<file path="config.mk">
export PLATFORM = sky130hd
export DESIGN_NAME = regfile_read_sequencer
export DESIGN_NICKNAME = d
export VERILOG_FILES = /design/src/rtl/regfile_read_sequencer.sv
export SDC_FILE = /design/constraint.sdc
export NUM_CORES = 1
export LEC_CHECK = 0
export BUFFER_PORTS_ARGS = -buffer_cell sky130_fd_sc_hd__buf_2
export CORE_MARGIN = 4
export CORE_UTILIZATION = 30
export CTS_BUF_LIST = sky130_fd_sc_hd__clkbuf_4 sky130_fd_sc_hd__clkbuf_8 sky130_fd_sc_hd__clkbuf_16
export DETAILED_ROUTE_END_ITERATION = 7
export MAX_ROUTING_LAYER = met4
export PLACE_DENSITY = 0.57
export SLEW_MARGIN = 20
export SYNTH_ARGS = -nofsm -noshare
export SYNTH_HDL_FRONTEND = slang
export SYNTH_SLANG_ARGS = --single-unit
</file>
<file path="constraint.sdc">
create_clock -name clk -period 2.3 [get_ports clk]
set_clock_uncertainty 0.2 [all_clocks]
set_input_delay 0.46 -clock clk [delete_from_list [all_inputs] [get_ports clk]]
set_output_delay 0.46 -clock clk [all_outputs]
set_load 0.02 [all_outputs]
</file>
<file path="src/rtl/regfile_read_sequencer.sv">
// Operand-fetch sequencer for a 1R1W synchronous register macro.
// Issues rs1 then rs2 reads and forwards in-flight writes so each response is a coherent snapshot.
module regfile_read_sequencer #(
  parameter int unsigned XLEN = 32,
  parameter int unsigned AW   = 5
) (
  input  logic            clk,
  input  logic            resetn,
  input  logic            req_valid,
  output logic            req_ready,
  input  logic [AW-1:0]   req_rs1,
  input  logic [AW-1:0]   req_rs2,
  output logic            rsp_valid,
  input  logic            rsp_ready,
  output logic [XLEN-1:0] rsp_rd1,
  output logic [XLEN-1:0] rsp_rd2,
  input  logic            wr_en,
  input  logic [AW-1:0]   wr_addr,
  input  logic [XLEN-1:0] wr_data,
  output logic            mem_re,
  output logic [AW-1:0]   mem_raddr,
  input  logic [XLEN-1:0] mem_rdata,
  output logic            mem_we,
  output logic [AW-1:0]   mem_waddr,
  output logic [XLEN-1:0] mem_wdata
);

  typedef enum logic [2:0] {
    S_IDLE = 3'd0,
    S_RD1  = 3'd1,
    S_RD2  = 3'd2,
    S_CAP  = 3'd3,
    S_RESP = 3'd4
  } state_e;

  state_e          state_q, state_d;
  logic [AW-1:0]   rs1_q, rs1_d;
  logic [AW-1:0]   rs2_q, rs2_d;
  logic [XLEN-1:0] rd1_q, rd1_d;
  logic [XLEN-1:0] rd2_q, rd2_d;
  logic            fwd_q, fwd_d;
  logic [XLEN-1:0] fwd_data_q, fwd_data_d;
  logic            req_ready_q, req_ready_d;
  logic            rsp_valid_q, rsp_valid_d;
  logic            mem_re_q, mem_re_d;
  logic [AW-1:0]   mem_raddr_q, mem_raddr_d;

  logic            wr_live;
  logic            hit1;
  logic            hit2;

  // Writes to x0 are discarded and never forward.
  assign wr_live = wr_en && (wr_addr != '0);
  assign hit1    = wr_live && (wr_addr == rs1_q);
  assign hit2    = wr_live && (wr_addr == rs2_q);

  assign mem_we    = wr_live && resetn;
  assign mem_waddr = wr_addr;
  assign mem_wdata = wr_data;

  assign req_ready = req_ready_q;
  assign rsp_valid = rsp_valid_q;
  assign rsp_rd1   = rd1_q;
  assign rsp_rd2   = rd2_q;
  assign mem_re    = mem_re_q;
  assign mem_raddr = mem_raddr_q;

  // Next-state and registered-output logic. fwd_q holds the one-cycle-old
  // write hit that the macro read could not observe (old-data on collision).
  always_comb begin
    state_d     = state_q;
    rs1_d       = rs1_q;
    rs2_d       = rs2_q;
    rd1_d       = rd1_q;
    rd2_d       = rd2_q;
    fwd_d       = fwd_q;
    fwd_data_d  = fwd_data_q;
    req_ready_d = req_ready_q;
    rsp_valid_d = rsp_valid_q;
    mem_re_d    = 1'b0;
    mem_raddr_d = mem_raddr_q;

    case (state_q)
      S_IDLE: begin
        if (req_valid && req_ready_q) begin
          state_d     = S_RD1;
          rs1_d       = req_rs1;
          rs2_d       = req_rs2;
          req_ready_d = 1'b0;
          mem_re_d    = (req_rs1 != '0);
          mem_raddr_d = req_rs1;
        end
      end
      S_RD1: begin
        state_d     = S_RD2;
        fwd_d       = hit1;
        fwd_data_d  = wr_data;
        mem_re_d    = (rs2_q != '0);
        mem_raddr_d = rs2_q;
      end
      S_RD2: begin
        state_d = S_CAP;
        if (rs1_q == '0)   rd1_d = '0;
        else if (hit1)     rd1_d = wr_data;
        else if (fwd_q)    rd1_d = fwd_data_q;
        else               rd1_d = mem_rdata;
        fwd_d      = hit2;
        fwd_data_d = wr_data;
      end
      S_CAP: begin
        state_d     = S_RESP;
        rsp_valid_d = 1'b1;
        fwd_d       = 1'b0;
        if (hit1) rd1_d = wr_data;
        if (rs2_q == '0)   rd2_d = '0;
        else if (hit2)     rd2_d = wr_data;
        else if (fwd_q)    rd2_d = fwd_data_q;
        else               rd2_d = mem_rdata;
      end
      S_RESP: begin
        if (rsp_ready) begin
          state_d     = S_IDLE;
          rsp_valid_d = 1'b0;
          req_ready_d = 1'b1;
        end
      end
      default: begin
        state_d     = S_IDLE;
        rsp_valid_d = 1'b0;
        req_ready_d = 1'b1;
        fwd_d       = 1'b0;
      end
    endcase
  end

  always_ff @(posedge clk or negedge resetn) begin
    if (!resetn) begin
      state_q     <= S_IDLE;
      rs1_q       <= '0;
      rs2_q       <= '0;
      rd1_q       <= '0;
      rd2_q       <= '0;
      fwd_q       <= 1'b0;
      fwd_data_q  <= '0;
      req_ready_q <= 1'b1;
      rsp_valid_q <= 1'b0;
      mem_re_q    <= 1'b0;
      mem_raddr_q <= '0;
    end else begin
      state_q     <= state_d;
      rs1_q       <= rs1_d;
      rs2_q       <= rs2_d;
      rd1_q       <= rd1_d;
      rd2_q       <= rd2_d;
      fwd_q       <= fwd_d;
      fwd_data_q  <= fwd_data_d;
      req_ready_q <= req_ready_d;
      rsp_valid_q <= rsp_valid_d;
      mem_re_q    <= mem_re_d;
      mem_raddr_q <= mem_raddr_d;
    end
  end

endmodule

</file>
Word-level counts from Yosys, hierarchy flattened:

Cells that the tools add are included.

* add/sub/neg operators: 0
* $mul: 0
* divide/modulo/power cells: 0
* order comparisons: 0
* equal/unequal tests: 9
* shift operators: 0
* mux-type cells: 20
* bitwise gates (word level): 2
* reduce and logical (&&, ||, !) cells: 23

Operators by type and width (number)
* 2-to-1 mux 32 bit: 6
* case mux 32 bit (2 select lines): 1
* case mux 3 bit (5 select lines): 1
* nonzero test 5 bit: 3
* equality test 5 bit: 2
* zero test 5 bit: 2
* case mux 5 bit (2 select lines): 1
* AND reduction 2 bit: 5
* case mux 1 bit (3 select lines): 3
* equality test 3 x 2 -> 1 bit (second input constant): 2
* 2-to-1 mux 3 bit: 2
* != test 2 bit (second input constant): 3
* OR reduction 3 bit: 2
* logical AND 1 bit: 5
* 2-to-1 mux 5 bit: 1
* 2-to-1 mux 1 bit: 4
* nonzero test 2 bit: 2
* OR reduction 2 bit: 2
* equality test 3 x 1 -> 1 bit (second input constant): 1
* equality test 3 bit (second input constant): 1
* zero test 3 bit: 1
* AND reduction 3 bit: 1
* NOT 1 bit: 2
* case mux 1 bit (2 select lines): 1

* register bits: 118
* latch bits: 0
* RAM bits: 0
* bits in read-only memories: 0
* input port bits: 84
* output and inout bits: 110
* word-level logic and storage cells: 65
* memories: 0

Longest topological paths before layout:

Gate-level depths: netlist (run 1).

* word-level depth: 6
* mapped depth: 8
* depth with buffers taken out: 5

Worst setup path after synthesis (run 1):

Ideal clock, no wire load.

* path kind: input -> register
* start: input port wr_addr[1]
* end: register rd1_q[30] (netlist: rsp_rd1[30])
* library setup time: 129 ps
* arrival time: 1894 ps
* data required time: 1971 ps
* slack: 77 ps
* cell stages on the path: 6
* buffers on the path: 1
* cells stage by stage: or4_4 o211a_1 a41o_4 buf_6 o221ai_1 mux2i_1

* cells in the longest elaborated chain, start to end: 6
* elaborated cells between the ends (all ways): 9
* classes of those cells: eq/ne: 2; mux: 3; reduce/logical: 4

Ends and longest elaborated chain
* start: declaration: RTL line 18 `input logic [AW-1:0] wr_addr,`
* nonzero test 5 bit: RTL line 53 `assign wr_live = wr_en && (wr_addr != '0);`
* logical AND 1 bit: RTL line 53
* logical AND 1 bit *: RTL line 54 `assign hit1 = wr_live && (wr_addr == rs1_q);`
* 2-to-1 mux 32 bit: RTL line 104 `else if (hit1) rd1_d = wr_data;`
* 2-to-1 mux 32 bit: RTL line 103 `if (rs1_q == '0) rd1_d = '0;`
* case mux 32 bit (2 select lines): RTL line 83 `case (state_q)`
* end signal: assignment: RTL line 153 `rd1_q <= rd1_d;`
* end: declaration: RTL line 39 `logic [XLEN-1:0] rd1_q, rd1_d;`

Mark *: on every way between the ends. The rest lies on a longest branch, timed or not.
A chain may end at the register's enable or synchronous reset.

Worst setup path after layout (run 1):

* start: input port wr_addr[4]
* end: output port mem_we

* cells in the longest elaborated chain, start to end: 3

Ends and longest elaborated chain
* nonzero test 5 bit: RTL line 53
* logical AND 1 bit: RTL line 53
* logical AND 1 bit: RTL line 57 `assign mem_we = wr_live && resetn;`
* end: declaration: RTL line 23 `output logic mem_we,`

Every way passes these cells.

==> impl_metrics.csv, run 1 <==
group,metric,value,unit
run_status,status,"finished, final reports clean",
die,core,20300,µm²
pwr,p_per_area,1447,nW/µm²
die,dieWidth,152.0,µm
worst_setup_path,worstPathArrival,1530,ps
grt,gr-total-overflow,0,
sta,fin_crit_sh,95.29,%
pwr,power.leakage,3.751,nW
placed_design,dp.cells,955,
sta,worst_slack,108.3,ps
yosys,yosysSeqAreaShare,47.47,%
clocking,holdBufCountCts,0,
detailed_routing,via_per_inst,4.632,
detailed_routing,detail_route.wl_per_cell,17.63,µm
yosys,async_flop_share,100.0,%
cells_and_area,final_nets,787,
sta,rsz0062_at_grt,"no",
placed_design,place_area,7538,µm²
min_path,hold_class,"primary input to async pin",
yosys,synth_top_area_share,47.04,%
grt,antenna_found_initial,0,
sta,final-hold-violation-count,0,
detailed_routing,vias,4567,
worst_setup_path,critPathRequiredTime,1640,ps
placed_design,dpl_worst_slack,-167.5,ps
die,io_pins,194,
detailed_routing,drt_iter0_drc,125,
grt,grt_max_degree,119,
cells_and_area,fin_cells,986,
flow_run,maxCapViolCount,0,
worst_setup_path,r2r-start,"rs1_q[3]$_DFFE_PN0P_",
clocking,cts-root-buf,"clkbuf_16",
pwr,irDropWorstVdd,0.5319,mV
detailed_routing,wl_met2,8113,µm
sta,post-route-min-period,2192,ps
worst_setup_path,slowest_stage,"or4_4",
worst_setup_path,path_max_fanout,2,
clocking,cts_tree,"yes",
yosys,ys.flop_type,"dfrtp_1",
detailed_routing,routed.top_layer,"met4",
worst_setup_path,end_kind,"output port",
worst_setup_path,reg2reg_depth,7,
cells_and_area,diodes,0,
detailed_routing,routed_wl,17390,µm
grt,grt_pass1_vias,4881,
yosys,syn_area,6223,µm²
die,start_util,30.66,%
sta,finalMaxSlewViolations,0,
yosys,synth_area_leaders,"dfrtp_1, mux2_2, mux2i_1",
sta,timing.fmax,456.3,MHz
sta,relSlewSlack,56.76,%
cells_and_area,synthToLayoutAreaGrowth,30.54,%
placed_design,gp_congestion,0.7522,
cells_and_area,design_area,8124,µm²
yosys,synth-edff-count,0,
grt,grt_usage,15.61,%
worst_setup_path,r2r_end,"rsp_rd1[27]$_DFFE_PN0P_",
yosys,synth_nets,609,
sta,whs,10.27,ps
die,fp-row-count,52,
yosys,synth_seq_cells,118,
worst_setup_path,critPathMaxStageDelay,560,ps
worst_setup_path,worst_setup_path_start_kind,"primary input",
clocking,cts_max_path_buffers,2,
worst_setup_path,crit_type,"primary input to output port",
yosys,avgSynthCellArea,11.85,µm²
clocking,cts_buffers,17,
clocking,clkTransAtPathRegs,60,ps
worst_setup_path,r2r_slack,210,ps
yosys,synth_cells,525,
detailed_routing,wl_met3,712,µm
yosys,synth_most_common_cell,"dfrtp_1",
yosys,synth_common_cells,"dfrtp_1, mux2_2, mux2i_1",
detailed_routing,drt_first_pass_iters,4,
yosys,yosysWarnings,0,
cells_and_area,layout-drive-gt1-share,52.23,%
clocking,cts.sinks,118,
sta,setup_violations,0,
die,dieArea,23110,µm²
yosys,yosysTopAreaCell,"dfrtp_1",
worst_setup_path,crit_chain,"buf_2 -> or4_4 -> o21ai_4 -> nor2_1 -> buf_4",
placed_design,io_buffers,193,
clocking,worstSkewPairLatency,410,ps
detailed_routing,ant_nets,0,
detailed_routing,met1_length,8389,µm
placed_design,dp_hpwl,12150,µm
yosys,synth.distinct_cells,38,
detailed_routing,route.detailed.drc,0,
sta,worst_pin_slew,648.7,ps
die,die_h,152.0,µm
grt,grt_pass1_wl,27960,µm
clocking,htree_levels,4,
==> worst max-delay path, delay by kind of cell <==
family	cells	cell delay [ps]
simple gates	2	620
compound gates	1	200
buf+inv	2	250
==> how the worst max path moves through the flow <==
stage,from,to,cells past startpoint
floorplan,wr_addr[1],rsp_rd1[30]$_DFFE_PN0P_,6
global placement,wr_addr[1],rsp_rd1[1]$_DFFE_PN0P_,7
detailed placement,wr_addr[1],rsp_rd1[0]$_DFFE_PN0P_,7
CTS,wr_addr[1],mem_we,6
global route,rs1_q[4]$_DFFE_PN0P_,rsp_rd1[0]$_DFFE_PN0P_,7
finish,wr_addr[4],mem_we,5
==> cell usage in the layout (no fill, tap or decap), types with 2 or more instances in the layout <==
cell / count
a21oi_1: 2
clkbuf_16: 17
buf_2: 191
a22oi_1: 5
o221ai_1: 3
clkinv_4: 2
nor2_1: 8
buf_4: 24
buf_12: 14
inv_1: 34
nor3_1: 5
clkinv_2: 5
nand2_1: 48
xor2_1: 4
mux2_2: 74
xnor2_1: 7
clkinvlp_4: 4
bufinv_16: 2
dfrtp_1: 116
o21ai_0: 34
mux2i_1: 64
o221ai_2: 29
==> routing by layer <==
metal  track usage [%]  up-vias
li1                  -     2180
met1             21.00     2251
met2             23.96      121
met3             3.925       15
met4             3.425        0
met5                 -        -
==> final cells by class <==
class	instances	area [µm²]
Fill cell	2026	12180
Sequential cell	118	2955
Multi-Input combinational cell	303	2708
Timing Repair Buffer	229	1416
Clock buffer	19	446.7
Tap cell	270	337.8
Clock inverter	13	132.6
Inverter	34	127.6
==> kinds of logic after synthesis <==
logic type      after synthesis  synth area share [%]
buf+inv                     104                 9.670
simple gates                 74                 5.569
xor+xnor                     11                 1.548
compound gates               80                 12.06
flops                       118                 47.47
mux                         138                 23.68
==> through the flow <==
| step | TNS, ps | power, mW | utilization, % |
|---|---|---|---|
| 6_report | 0 | 11.76 | 40.02 |
| 5_1_grt | 0 | 12.54 | 40.02 |
| 4_1_cts | 0 | 11.94 | 40.01 |
| 3_5_place_dp | -6338 | 9.241 | 37.14 |
| 3_3_place_gp | -6027 | 9.128 | 37.14 |
| 2_1_floorplan | 0 | 7.323 | - |
==> timing repair <==
item / 4_1_cts / 5_1_grt
endpoints found under the setup margin: 1 / 1
hold endpoints to repair: 0 / 0
pin swaps: 0 / 2
setup buffers: 0 / 0
gates cloned: 0 / 0
resized for setup: 1 / 2
==> power by group <==
group | internal [mW] | leakage (nW) | switching, mW | total, mW
clock network | 1.63 | 0.278 | 1.01 | 2.63
registers | 3.15 | 1.42 | 0.675 | 3.82
logic | 2.37 | 2.06 | 2.93 | 5.30
total | 7.14 | 3.75 | 4.61 | 11.8
==> sequential cells by signal, indices dropped and copies added, names as in the netlist <==
| register | flops |
|---|---|
| state_q | 3 |
| fwd_q | 1 |
| rsp_rd2 | 32 |
| fwd_data_q | 32 |
| rs1_q | 5 |
| mem_re | 1 |
| mem_raddr | 5 |
| req_ready | 1 |
| rs2_q | 5 |
| rsp_valid | 1 |
| rsp_rd1 | 32 |
Power figures use the tool's default switching activity.
==> run 2: changes to the inputs <==
CTS_BUF_LIST = unset   (was sky130_fd_sc_hd__clkbuf_4 sky130_fd_sc_hd__clkbuf_8 sky130_fd_sc_hd__clkbuf_16)
==> run 2 against run 1 <==
  * Global-route usage stayed put
  * Via count hardly changed
  * Setup slack hardly changed
  * Fmax hardly changed
  * Sequential cell count stayed put
  * Final cell count stayed put
  * First-iteration DRC count is 8.0% higher
  * Sequential power hardly changed
  * Largest cell class unchanged
==> impl_metrics.csv, run 2 (synthesis gave the netlist of run 1 again) <==
group,metric,value,unit
worst_setup_path,crit_type,"primary input to output port",
clocking,cts.sinks,118,
worst_setup_path,end_kind,"output port",
detailed_routing,drt_first_pass_iters,4,
cells_and_area,diodes,0,
worst_setup_path,r2r_end,"rsp_rd1[27]$_DFFE_PN0P_",
worst_setup_path,critPathMaxStageDelay,560,ps
detailed_routing,via_per_inst,4.631,
sta,finalMaxSlewViolations,0,
worst_setup_path,worstPathArrival,1530,ps
die,die_h,152.0,µm
worst_setup_path,crit_chain,"buf_2 -> or4_4 -> o21ai_4 -> nor2_1 -> buf_4",
sta,worst_pin_slew,651.0,ps
cells_and_area,fillers,2025,
pwr,power.leakage,3.747,nW
grt,grt_max_degree,119,
die,fp-row-count,52,
clocking,cts-root-buf,"clkbuf_16",
clocking,cts_tree,"yes",
placed_design,gp_congestion,0.7522,
placed_design,io_buffers,193,
sta,timing.fmax,456.3,MHz
detailed_routing,detail_route.wl_per_cell,17.63,µm
sta,rsz0062_at_grt,"no",
worst_setup_path,crit_start,"wr_addr[4]",
grt,grtUsageMet1,20.98,%
die,dieArea,23110,µm²
grt,grt_pass1_vias,4882,
grt,antenna_found_initial,0,
detailed_routing,vias,4566,
detailed_routing,route.detailed.drc,0,
sta,final-hold-violation-count,0,
clocking,clkTransAtPathRegs,60,ps
worst_setup_path,r2r_slack,210,ps
grt,grt_usage,15.61,%
detailed_routing,routed_wl,17390,µm
clocking,worstSkewPairLatency,410,ps
die,start_util,30.66,%
worst_setup_path,reg2reg_depth,7,
pwr,p_per_area,1446,nW/µm²
detailed_routing,ant_nets,0,
worst_setup_path,critPathRequiredTime,1640,ps
grt,use_met3,3.925,%
flow_run,maxCapViolCount,0,
run_status,status,"finished, final reports clean",
grt,grt_busiest_layer,"met2",
cells_and_area,final_common_cell,"buf_2",
worst_setup_path,path_max_fanout,2,
cells_and_area,synthToLayoutAreaGrowth,30.48,%
clocking,holdBufCountCts,0,
detailed_routing,drt_iter0_drc,135,
cells_and_area,final_cell_mix,"buf_2, dfrtp_1, mux2_2",
clocking,cts_buffers,17,
pwr,irDropWorstVdd,0.5315,mV
sta,fin_crit_sh,95.29,%
cells_and_area,final_nets,787,
worst_setup_path,r2r-start,"rs1_q[3]$_DFFE_PN0P_",
pwr,p_total,11.74,mW
worst_setup_path,worst_setup_path_start_kind,"primary input",
worst_setup_path,slowest_stage,"or4_4",
cells_and_area,layout-drive-gt1-share,52.09,%
sta,post-route-min-period,2192,ps
placed_design,dp_hpwl,12150,µm
die,io_pins,194,
die,dieWidth,152.0,µm
min_path,hold_class,"primary input to async pin",
grt,grt_pass1_wl,27960,µm
sta,setup_violations,0,
grt,grt_use_met2,23.98,%
die,core,20300,µm²
sta,relSlewSlack,56.60,%
sta,finalSetupTns,0,ps
clocking,cts_max_path_buffers,2,
grt,gr-total-overflow,0,
clocking,htree_levels,4,
clocking,cts_setup_buffers,0,
## run 2: how the worst max path moves through the flow
stage / to
floorplan: rsp_rd1[30]$_DFFE_PN0P_
global placement: rsp_rd1[1]$_DFFE_PN0P_
detailed placement: rsp_rd1[0]$_DFFE_PN0P_
CTS: mem_we
global route: rsp_rd1[0]$_DFFE_PN0P_
finish: mem_we
## run 2: metrics by stage
step	instances	hold WS [ps]	worst slack, ps	cell area, µm²	util [%]
finish	986	12.97	108.3	8120	40.00
detailed placement	955	256.2	-167.5	7538	37.14
floorplan	525	-35.59	76.94	6223	-
global route	986	62.87	55.32	8120	40.00
global placement	955	246.6	-141.9	7538	37.14
CTS	987	50.68	15.45	8118	39.99
## run 2: power by group
group | switching (mW) | internal (mW) | leakage [nW]
clock | 1.00 | 1.61 | 0.275
sequential | 0.673 | 3.15 | 1.42
combinational | 2.93 | 2.37 | 2.06
total | 4.61 | 7.13 | 3.75
## run 2: layer usage
metal / routed length (µm) / part of all wire (%) / vias up
met1: 8380 / 48 / 2254
met4: 169 / 0.97 / 0
met2: 8124 / 47 / 119
li1: - / - / 2178
met5: 0 / 0 / -
met3: 711 / 4.1 / 15
## run 2: critical path, delay by kind of cell
family | cells | cell delay, ps
AND/OR/NAND/NOR | 2 | 620
buffers and inverters | 2 | 250
AO/OA/AOI/OAI | 1 | 200
## run 2: area by class of cell
type / instances / area [µm²] / share of cell area (%)
Multi-Input combinational cell: 303 / 2708 / 33.34
Sequential cell: 118 / 2955 / 36.39
Tap cell: 270 / 337.8 / 4.160
Clock inverter: 13 / 132.6 / 1.633
Clock buffer: 19 / 442.9 / 5.455
Timing Repair Buffer: 229 / 1416 / 17.44
Inverter: 34 / 127.6 / 1.572
## run 2: what timing repair did
item / CTS / global route
hold endpoints to repair: 0 / 0
gates resized for setup: 1 / 2
endpoints found under the setup margin: 1 / 1
pin swaps: 0 / 2
